==> src/rtl/multi_edge_pulse_generator_if.sv <==
// Channel bundle for multi_edge_pulse_generator: monitored inputs, mode/clear controls,
// and the pulse and sticky-miss outputs.
interface multi_edge_pulse_generator_if #(
    parameter int N = 4
);
    logic [N-1:0]   x;
    logic [2*N-1:0] mode;
    logic [N-1:0]   clear_miss;
    logic [N-1:0]   z;
    logic [N-1:0]   miss;

    modport master (output x, mode, clear_miss, input z, miss);
    modport slave  (input x, mode, clear_miss, output z, miss);
endinterface

==> src/rtl/multi_edge_pulse_generator.sv <==
// N-channel edge detector emitting W-cycle strobes, with retrigger-or-drop policy.
// Define PULSE_SYNC_EN to insert a two-flop synchroniser ahead of the sample stage.
module multi_edge_pulse_generator #(
    parameter int N      = 4,
    parameter int W      = 3,
    parameter bit RETRIG = 1'b0
) (
    input  logic clock,
    input  logic reset,
    multi_edge_pulse_generator_if.slave bus
);
    localparam int CW = $clog2(W + 1);
    localparam logic [CW-1:0] RELOAD = CW'(W - 1);
`ifdef PULSE_SYNC_EN
    localparam int PRIME_LEN = 3;
`else
    localparam int PRIME_LEN = 1;
`endif

    typedef enum logic {IDLE = 1'b0, PULSE = 1'b1} state_t;

    logic [N-1:0]         in_s;
    logic [N-1:0]         xs_r;
    logic [N-1:0]         xd_r;
    logic [N-1:0]         edge_s;
    logic [N-1:0]         miss_r;
    logic [N-1:0]         miss_s;
    logic [N-1:0]         z_s;
    logic [PRIME_LEN-1:0] prime_r;
    logic                 primed_s;
    state_t               state_r [N];
    state_t               state_s [N];
    logic [CW-1:0]        cnt_r   [N];
    logic [CW-1:0]        cnt_s   [N];

`ifdef PULSE_SYNC_EN
    logic [N-1:0] sync1_r;
    logic [N-1:0] sync2_r;

    // Two-flop synchroniser for asynchronous inputs
    always_ff @(posedge clock or posedge reset) begin
        if (reset) begin
            sync1_r <= '0;
            sync2_r <= '0;
        end else begin
            sync1_r <= bus.x;
            sync2_r <= sync1_r;
        end
    end
    assign in_s = sync2_r;
`else
    assign in_s = bus.x;
`endif

    // Priming becomes valid once the sample stage holds a real input level
    assign primed_s = prime_r[PRIME_LEN-1];

    // Sample/delay pipeline; the delay stage mirrors the sample until primed so
    // levels present at reset release never look like edges
    always_ff @(posedge clock or posedge reset) begin
        if (reset) begin
            xs_r    <= '0;
            xd_r    <= '0;
            prime_r <= '0;
        end else begin
            xs_r    <= in_s;
            xd_r    <= primed_s ? xs_r : in_s;
            prime_r <= (prime_r << 1) | PRIME_LEN'(1);
        end
    end

    // Per-channel qualified edge detection
    always_comb begin
        edge_s = '0;
        for (int i = 0; i < N; i++) begin
            edge_s[i] = primed_s &
                        (((xs_r[i] & ~xd_r[i]) & bus.mode[2*i]) |
                         ((~xs_r[i] & xd_r[i]) & bus.mode[2*i+1]));
        end
    end

    // Per-channel next-state, counter and sticky-miss logic
    always_comb begin
        miss_s = '0;
        for (int i = 0; i < N; i++) begin
            state_s[i] = state_r[i];
            cnt_s[i]   = cnt_r[i];
            miss_s[i]  = miss_r[i] & ~bus.clear_miss[i];
            case (state_r[i])
                IDLE: begin
                    if (edge_s[i]) begin
                        state_s[i] = PULSE;
                        cnt_s[i]   = RELOAD;
                    end else begin
                        state_s[i] = IDLE;
                    end
                end
                PULSE: begin
                    if (edge_s[i] && RETRIG) begin
                        cnt_s[i] = RELOAD;
                    end else if (cnt_r[i] == '0) begin
                        state_s[i] = IDLE;
                    end else begin
                        cnt_s[i] = cnt_r[i] - CW'(1);
                    end
                    // set wins over a same-cycle clear
                    if (edge_s[i] && !RETRIG) begin
                        miss_s[i] = 1'b1;
                    end else begin
                        miss_s[i] = miss_s[i];
                    end
                end
                default: begin
                    state_s[i] = IDLE;
                    cnt_s[i]   = '0;
                end
            endcase
        end
    end

    // State, counter and miss registers
    always_ff @(posedge clock or posedge reset) begin
        if (reset) begin
            miss_r <= '0;
            for (int i = 0; i < N; i++) begin
                state_r[i] <= IDLE;
                cnt_r[i]   <= '0;
            end
        end else begin
            miss_r <= miss_s;
            for (int i = 0; i < N; i++) begin
                state_r[i] <= state_s[i];
                cnt_r[i]   <= cnt_s[i];
            end
        end
    end

    // Pulse outputs decode directly from the state flops
    always_comb begin
        z_s = '0;
        for (int i = 0; i < N; i++) begin
            z_s[i] = (state_r[i] == PULSE);
        end
    end

    assign bus.z    = z_s;
    assign bus.miss = miss_r;
endmodule

==> src/flat_wrapper.sv <==
// flat-port wrapper written by rule: the top's interface ports become plain ports
module multi_edge_pulse_generator_flat 
#(
    parameter int N      = 4,
    parameter int W      = 3,
    parameter bit RETRIG = 1'b0
)
  (clock, reset, bus_x, bus_mode, bus_clear_miss, bus_z, bus_miss);
  multi_edge_pulse_generator_if #(.N(N)) bus_i ();
  input  logic clock;
  input  logic reset;
  input wire logic [$bits(bus_i.x)-1:0] bus_x;
  input wire logic [$bits(bus_i.mode)-1:0] bus_mode;
  input wire logic [$bits(bus_i.clear_miss)-1:0] bus_clear_miss;
  output wire logic [$bits(bus_i.z)-1:0] bus_z;
  output wire logic [$bits(bus_i.miss)-1:0] bus_miss;
  assign bus_i.x = bus_x;
  assign bus_i.mode = bus_mode;
  assign bus_i.clear_miss = bus_clear_miss;
  assign bus_z = bus_i.z;
  assign bus_miss = bus_i.miss;
  multi_edge_pulse_generator #(.N(N), .W(W), .RETRIG(RETRIG)) u_core (.clock(clock), .reset(reset), .bus(bus_i));
endmodule
==> config.mk <==
export PLATFORM = sky130hd
export DESIGN_NAME = multi_edge_pulse_generator_flat
export DESIGN_NICKNAME = d
export VERILOG_FILES = /design/src/rtl/multi_edge_pulse_generator_if.sv /design/src/rtl/multi_edge_pulse_generator.sv /design/src/flat_wrapper.sv
export SDC_FILE = /design/constraint.sdc
export NUM_CORES = 1
export LEC_CHECK = 0
export CAP_MARGIN = 20
export CORE_ASPECT_RATIO = 1.75
export CORE_MARGIN = 1
export CORE_UTILIZATION = 43
export DETAILED_ROUTE_END_ITERATION = 10
export MAX_ROUTING_LAYER = met4
export PLACE_DENSITY = 0.73
export SYNTH_ARGS = -nofsm -noshare
export SYNTH_HDL_FRONTEND = slang
export SYNTH_SLANG_ARGS = --single-unit
==> constraint.sdc <==
create_clock -name clock -period 1.1 [get_ports clock]
set_input_delay 0.275 -clock clock [delete_from_list [all_inputs] [get_ports clock]]
set_output_delay 0.275 -clock clock [all_outputs]
set_load 0.02 [all_outputs]
# Yosys cells after proc, flatten, opt, wreduce, memory -nomap -nowiden
# Cells that the tools add are included.
dict set report word_totals {
  register_bits 25
  inputBits 18
  output_inout_bits 8
  wordCells 109
}
dict set report classes {
  addsub 4
  n_eq_ne 8
  n_mux 33
  bitwise 44
  n_reduce_logical 8
}
# operator n
set ops {}
lappend ops {{1-bit AND} 24}
lappend ops {{1-bit two-way mux} 16}
lappend ops {{2-bit two-way mux} 8}
lappend ops {{1-bit NOT} 16}
lappend ops {{2-bit case mux with 2 select lines} 4}
lappend ops {{2-bit zero test} 4}
lappend ops {{2-bit by 1-bit inequality test with 1-bit output (second input constant)} 4}
lappend ops {{2-bit inequality test (second input constant)} 4}
lappend ops {{1-bit case mux with 2 select lines} 4}
lappend ops {{2-bit AND reduction} 4}
lappend ops {{2-bit by 1-bit subtractor with 2-bit output (second input constant)} 4}
lappend ops {{4-bit two-way mux} 1}
lappend ops {{1-bit bitwise OR} 4}

# Depth between registers and ports, before layout
dict set report logic_depth {
  depth_word 7
  depth_mapped 5
  ltp_nobuf 5
}

# Worst setup path before layout
# No wires, ideal clock.
dict set report synth_timing {
  kind {register -> register}
  startpoint {register u_core.cnt_r[0] (netlist name)}
  endpoint {register u_core.cnt_r[0] (netlist name)}
  setup_ns 0.118
  t_arrival_ns 1.046
  t_required_ns 0.982
  setup_slack_ns -0.064
  stages_incl_launch_ff 6
  n_path_buf 0
  synth_period_minus_slack_ns 1.164
  path_cell_list {dfrtp_1 > inv_1 > ha_1 > nand2b_1 > and2_1 > a21o_1}
}
dict set report synth_via {
  elab_chain_len 3
  word_cells_on_any_way 6
  classes_between {1 x add/sub; 1 x eq/ne; 2 x mux; 2 x reduce/logical}
}
# item line
set synth_rtl {}
lappend synth_rtl {{start, declared} multi_edge_pulse_generator.sv:33} ;# logic [CW-1:0] cnt_r [N];
lappend synth_rtl {{start signal, assigned by index} multi_edge_pulse_generator.sv:133} ;# cnt_r[i] <= cnt_s[i];
lappend synth_rtl {{2-bit by 1-bit subtractor with 2-bit output or 2-bit zero test (tied branches)} {multi_edge_pulse_generator.sv:104, multi_edge_pulse_generator.sv:101}}
lappend synth_rtl {{2-bit two-way mux or 2-bit inequality test (tied branches)} n/a}
lappend synth_rtl {{2-bit case mux with 2 select lines or 2-bit AND reduction (tied branches)} n/a}
# Parallel ways exist; a longest one is shown, timed or not. The select of a mux whose other input is x is not followed.
# A chain may end at the register's enable or synchronous reset.

# Worst setup path in the final report
dict set report layout_timing {
  startpoint {register u_core.cnt_r[5] (netlist name)}
  endpoint {register u_core.cnt_r[4] (netlist name)}
}
dict set report layout_via {
  elab_chain_len 3
}
# item line
set layout_rtl {}
lappend layout_rtl {{2-bit zero test} multi_edge_pulse_generator.sv:101} ;# end else if (cnt_r[i] == '0) begin
lappend layout_rtl {{2-bit inequality test (no line)} n/a}
lappend layout_rtl {{2-bit AND reduction (no line)} n/a}
# No other way between the ends.

==> results <==
[cells by family (layout without fill, tap and decap cells)]
logic type | Yosys count | count (layout)
buffers and inverters | 15 | 67
flip-flops | 25 | 25
AO/OA/AOI/OAI | 18 | 18
AND/OR/NAND/NOR | 29 | 29
XOR/XNOR | 1 | 1
other | 1 | 1
adder cells (fa/ha/maj) | 4 | 4
multiplexers | 4 | 4
[cells in the final DEF, fill, tap and decap left out, types with 2 or more instances in the layout]
cell / netlist / routed
a21o_1: 4 / 4
a21oi_2: 1 / 2
a22o_1: 4 / 4
buf_4: 0 / 17
buf_6: 1 / 14
clkbuf_8: 0 / 3
clkdlybuf4s50_1: 0 / 17
dfrtp_1: 25 / 25
ha_4: 0 / 2
inv_1: 14 / 11
inv_2: 0 / 3
mux2_2: 4 / 4
nand2_1: 11 / 8
nand2_2: 0 / 3
nand2b_4: 0 / 2
nand4b_1: 6 / 6
nand4b_4: 1 / 2
nor2_1: 3 / 2
o211ai_1: 2 / 2
o31a_1: 2 / 2
[final timing paths]
path                                    start            endpoint  depth (start not counted)
max                           u_core.cnt_r[5]     u_core.cnt_r[4]                          5
min                                     reset      u_core.xs_r[0]                          3
max reg2reg                   u_core.cnt_r[5]     u_core.cnt_r[4]                          5
min reg2reg                u_core.bus.miss[1]  u_core.bus.miss[1]                          1
max in group asynchronous               reset     u_core.bus.z[3]                          3
min in group clock                   bus_x[0]      u_core.xs_r[0]                          1
[critical path: stages (launching register included)]
cell	delay, ps
dfrtp_1	390
inv_1	60
ha_1	150
and2b_1	200
xnor2_1	130
a31oi_1	140
[cell type report]
class | instances | area share [%]
Clock buffer | 4 | 2.590
Timing Repair Buffer | 49 | 27.34
Tap cell | 26 | 1.871
Multi-Input combinational cell | 57 | 29.21
Inverter | 14 | 3.022
Sequential cell | 25 | 35.97
[power by group]
| group | total, uW | internal [uW] | switching (uW) |
|---|---|---|---|
| Combinational | 1890 | 1100 | 792 |
| Sequential | 1340 | 1180 | 163 |
| Clock | 535 | 259 | 276 |
[metrics by stage]
| step | power (uW) | utilization, % |
|---|---|---|
| floorplan | 2155 | - |
| detailed placement | 2856 | 61.90 |
| global placement | 2742 | 61.90 |
| global route | 4040 | 69.78 |
| finish | 3763 | 69.78 |
| CTS | 3474 | 65.26 |
[per-layer routing]
layer	track usage [%]	vias to the layer above	share of wire, %
met5	-	-	0
li1	-	432	-
met2	30.51	27	52
met4	10.00	0	2.2
met3	3.205	5	4.7
met1	21.98	437	41
[flip-flops by register name, indices dropped and copies added, names as in the netlist]
signal	cells
u_core.bus.miss	4
u_core.prime_r	1
u_core.cnt_r	8
u_core.bus.z	4
u_core.xs_r	4
u_core.xd_r	4
[what timing repair did]
item | in CTS | in global routing
pin swaps | 16 | 7
buffers inserted | 6 | 3
resized for setup | 43 | 27
hold buffers | 0 | 0
endpoints found under the setup margin | 16 | 21
==> results_dict.tcl <==
set metrics [dict create \
    clock_sinks 25 \
    clk_pin_slew_ps 80 \
    synth.largest_area_cell "dfrtp_1" \
    cp-start-kind "flip-flop" \
    crit_arrival_ps 1340 \
    place.detailed.hpwl_mm 1.641 \
    cts_buffers 3 \
    final_layout_size_suffix_gt1_share_pct 38.93 \
    clk_latency_ps 270 \
    status "complete, but fails checks" \
    ff_latch_area_um2 625.6 \
    stdcell_count 175 \
    cp_max_fo 2 \
    violations "negative setup slack" \
    synth_xor_area_share_pct 0.7786 \
    final_max_slew_viol_count 0 \
    syn_nets 119 \
    netlist_area_mm2 0.001125 \
    ir_drop_v 0.001103 \
    synth_top_area_share_pct 55.62 \
    track_usage_pct 19.34 \
    setup_viol 6 \
    routabilityCongestion 0.6520 \
    drv_cap 0 \
    ys_seq_area_share_pct 55.62 \
    cts-htree-levels 1 \
    synth_edf_count 0 \
    synthSimpleGateAreaFrac_pct 16.80 \
    period_share_pct 104.1 \
    synthTopCellsByArea "dfrtp_1 (56%), inv_1 (4.7%), nand4b_1 (4.7%), ha_1 (4.4%), mux2_2 (4.0%)" \
    io_pins 26 \
    synth_compound_area_share_pct 12.35 \
    wl_per_cell_um 13.37 \
    synthMostInstantiatedCell "dfrtp_1" \
    synth_fa_ha_area_share_pct 4.449 \
    core_area_mm2 0.002492 \
    vias 901 \
    muxShareOfSynthArea_pct 4.004 \
    synth_top_family_by_area "simple AND/OR/NAND/NOR gates" \
    powerDensity_mw_per_mm2 2164 \
    fin_tns_setup_ps -187.4 \
    async_flop_share_pct 100.0 \
    finalNetCount 172 \
    dpl.cell_count 162 \
    path_class "flip-flop to flip-flop" \
    worst_clock_skew_ps 4.812 \
    critPathRequiredTime_ps 1290 \
    dp_slack_ps -277.8 \
    ant_nets 0 \
    syn-mean-instance-area_um2 11.60 \
    route.detailed.drc 0 \
    whs_ps 335.9 \
    crit_path_end_kind "flip-flop" \
    grt_max_degree 26 \
    fmax_mhz 873.2 \
    drt_iter0_drc 8 \
    ys_warn_count 0 \
    viasPerCell 5.149 \
    yosysUniqueCellTypes 27 \
    synth_cells 97 \
    grt_pass1_wl_mm 3.650 \
    globalRoute.totalOverflow 0 \
    portBuffers 25 \
    final_cell_area_mm2 0.001739 \
    start_util_pct 45.13 \
    ys_seq_elements 25 \
    antenna_found_initial 0 \
    synth.cells.most_frequent "dfrtp_1 (25), inv_1 (14), nand2_1 (11)" \
    hold_viol 0 \
    clockBufferDepth 2 \
    wl_mm 2.340 \
    grt_pass1_vias 901 \
    layout_min_cycle_time_ps 1145 \
    final.setup.worst_slack_ps -45.23 \
    dieArea_mm2 0.002832 \
    fillers 188 \
    r2r_slack_ps -50 \
    cts_root_buffer "clkbuf_8" \
    core.rowCount 24 \
    die_h_um 69.66 \
    drt_first_pass_iters 4 \
    multi_input_area_um2 508.0 \
    cts_tree "yes" \
    p_leak_uw 0.0008753 \
    areaGrowthSynthToFinish_pct 54.62 \
    holdCritPathClass "input pin to async pin" \
    synth_ff_type "dfrtp_1" \
    rsz0062_at_grt "true" \
    placed_area_mm2 0.001543 \
    die_width_um 40.66 \
    diodes 0 \
]
No activity file was read; power rests on OpenSTA's default activity.
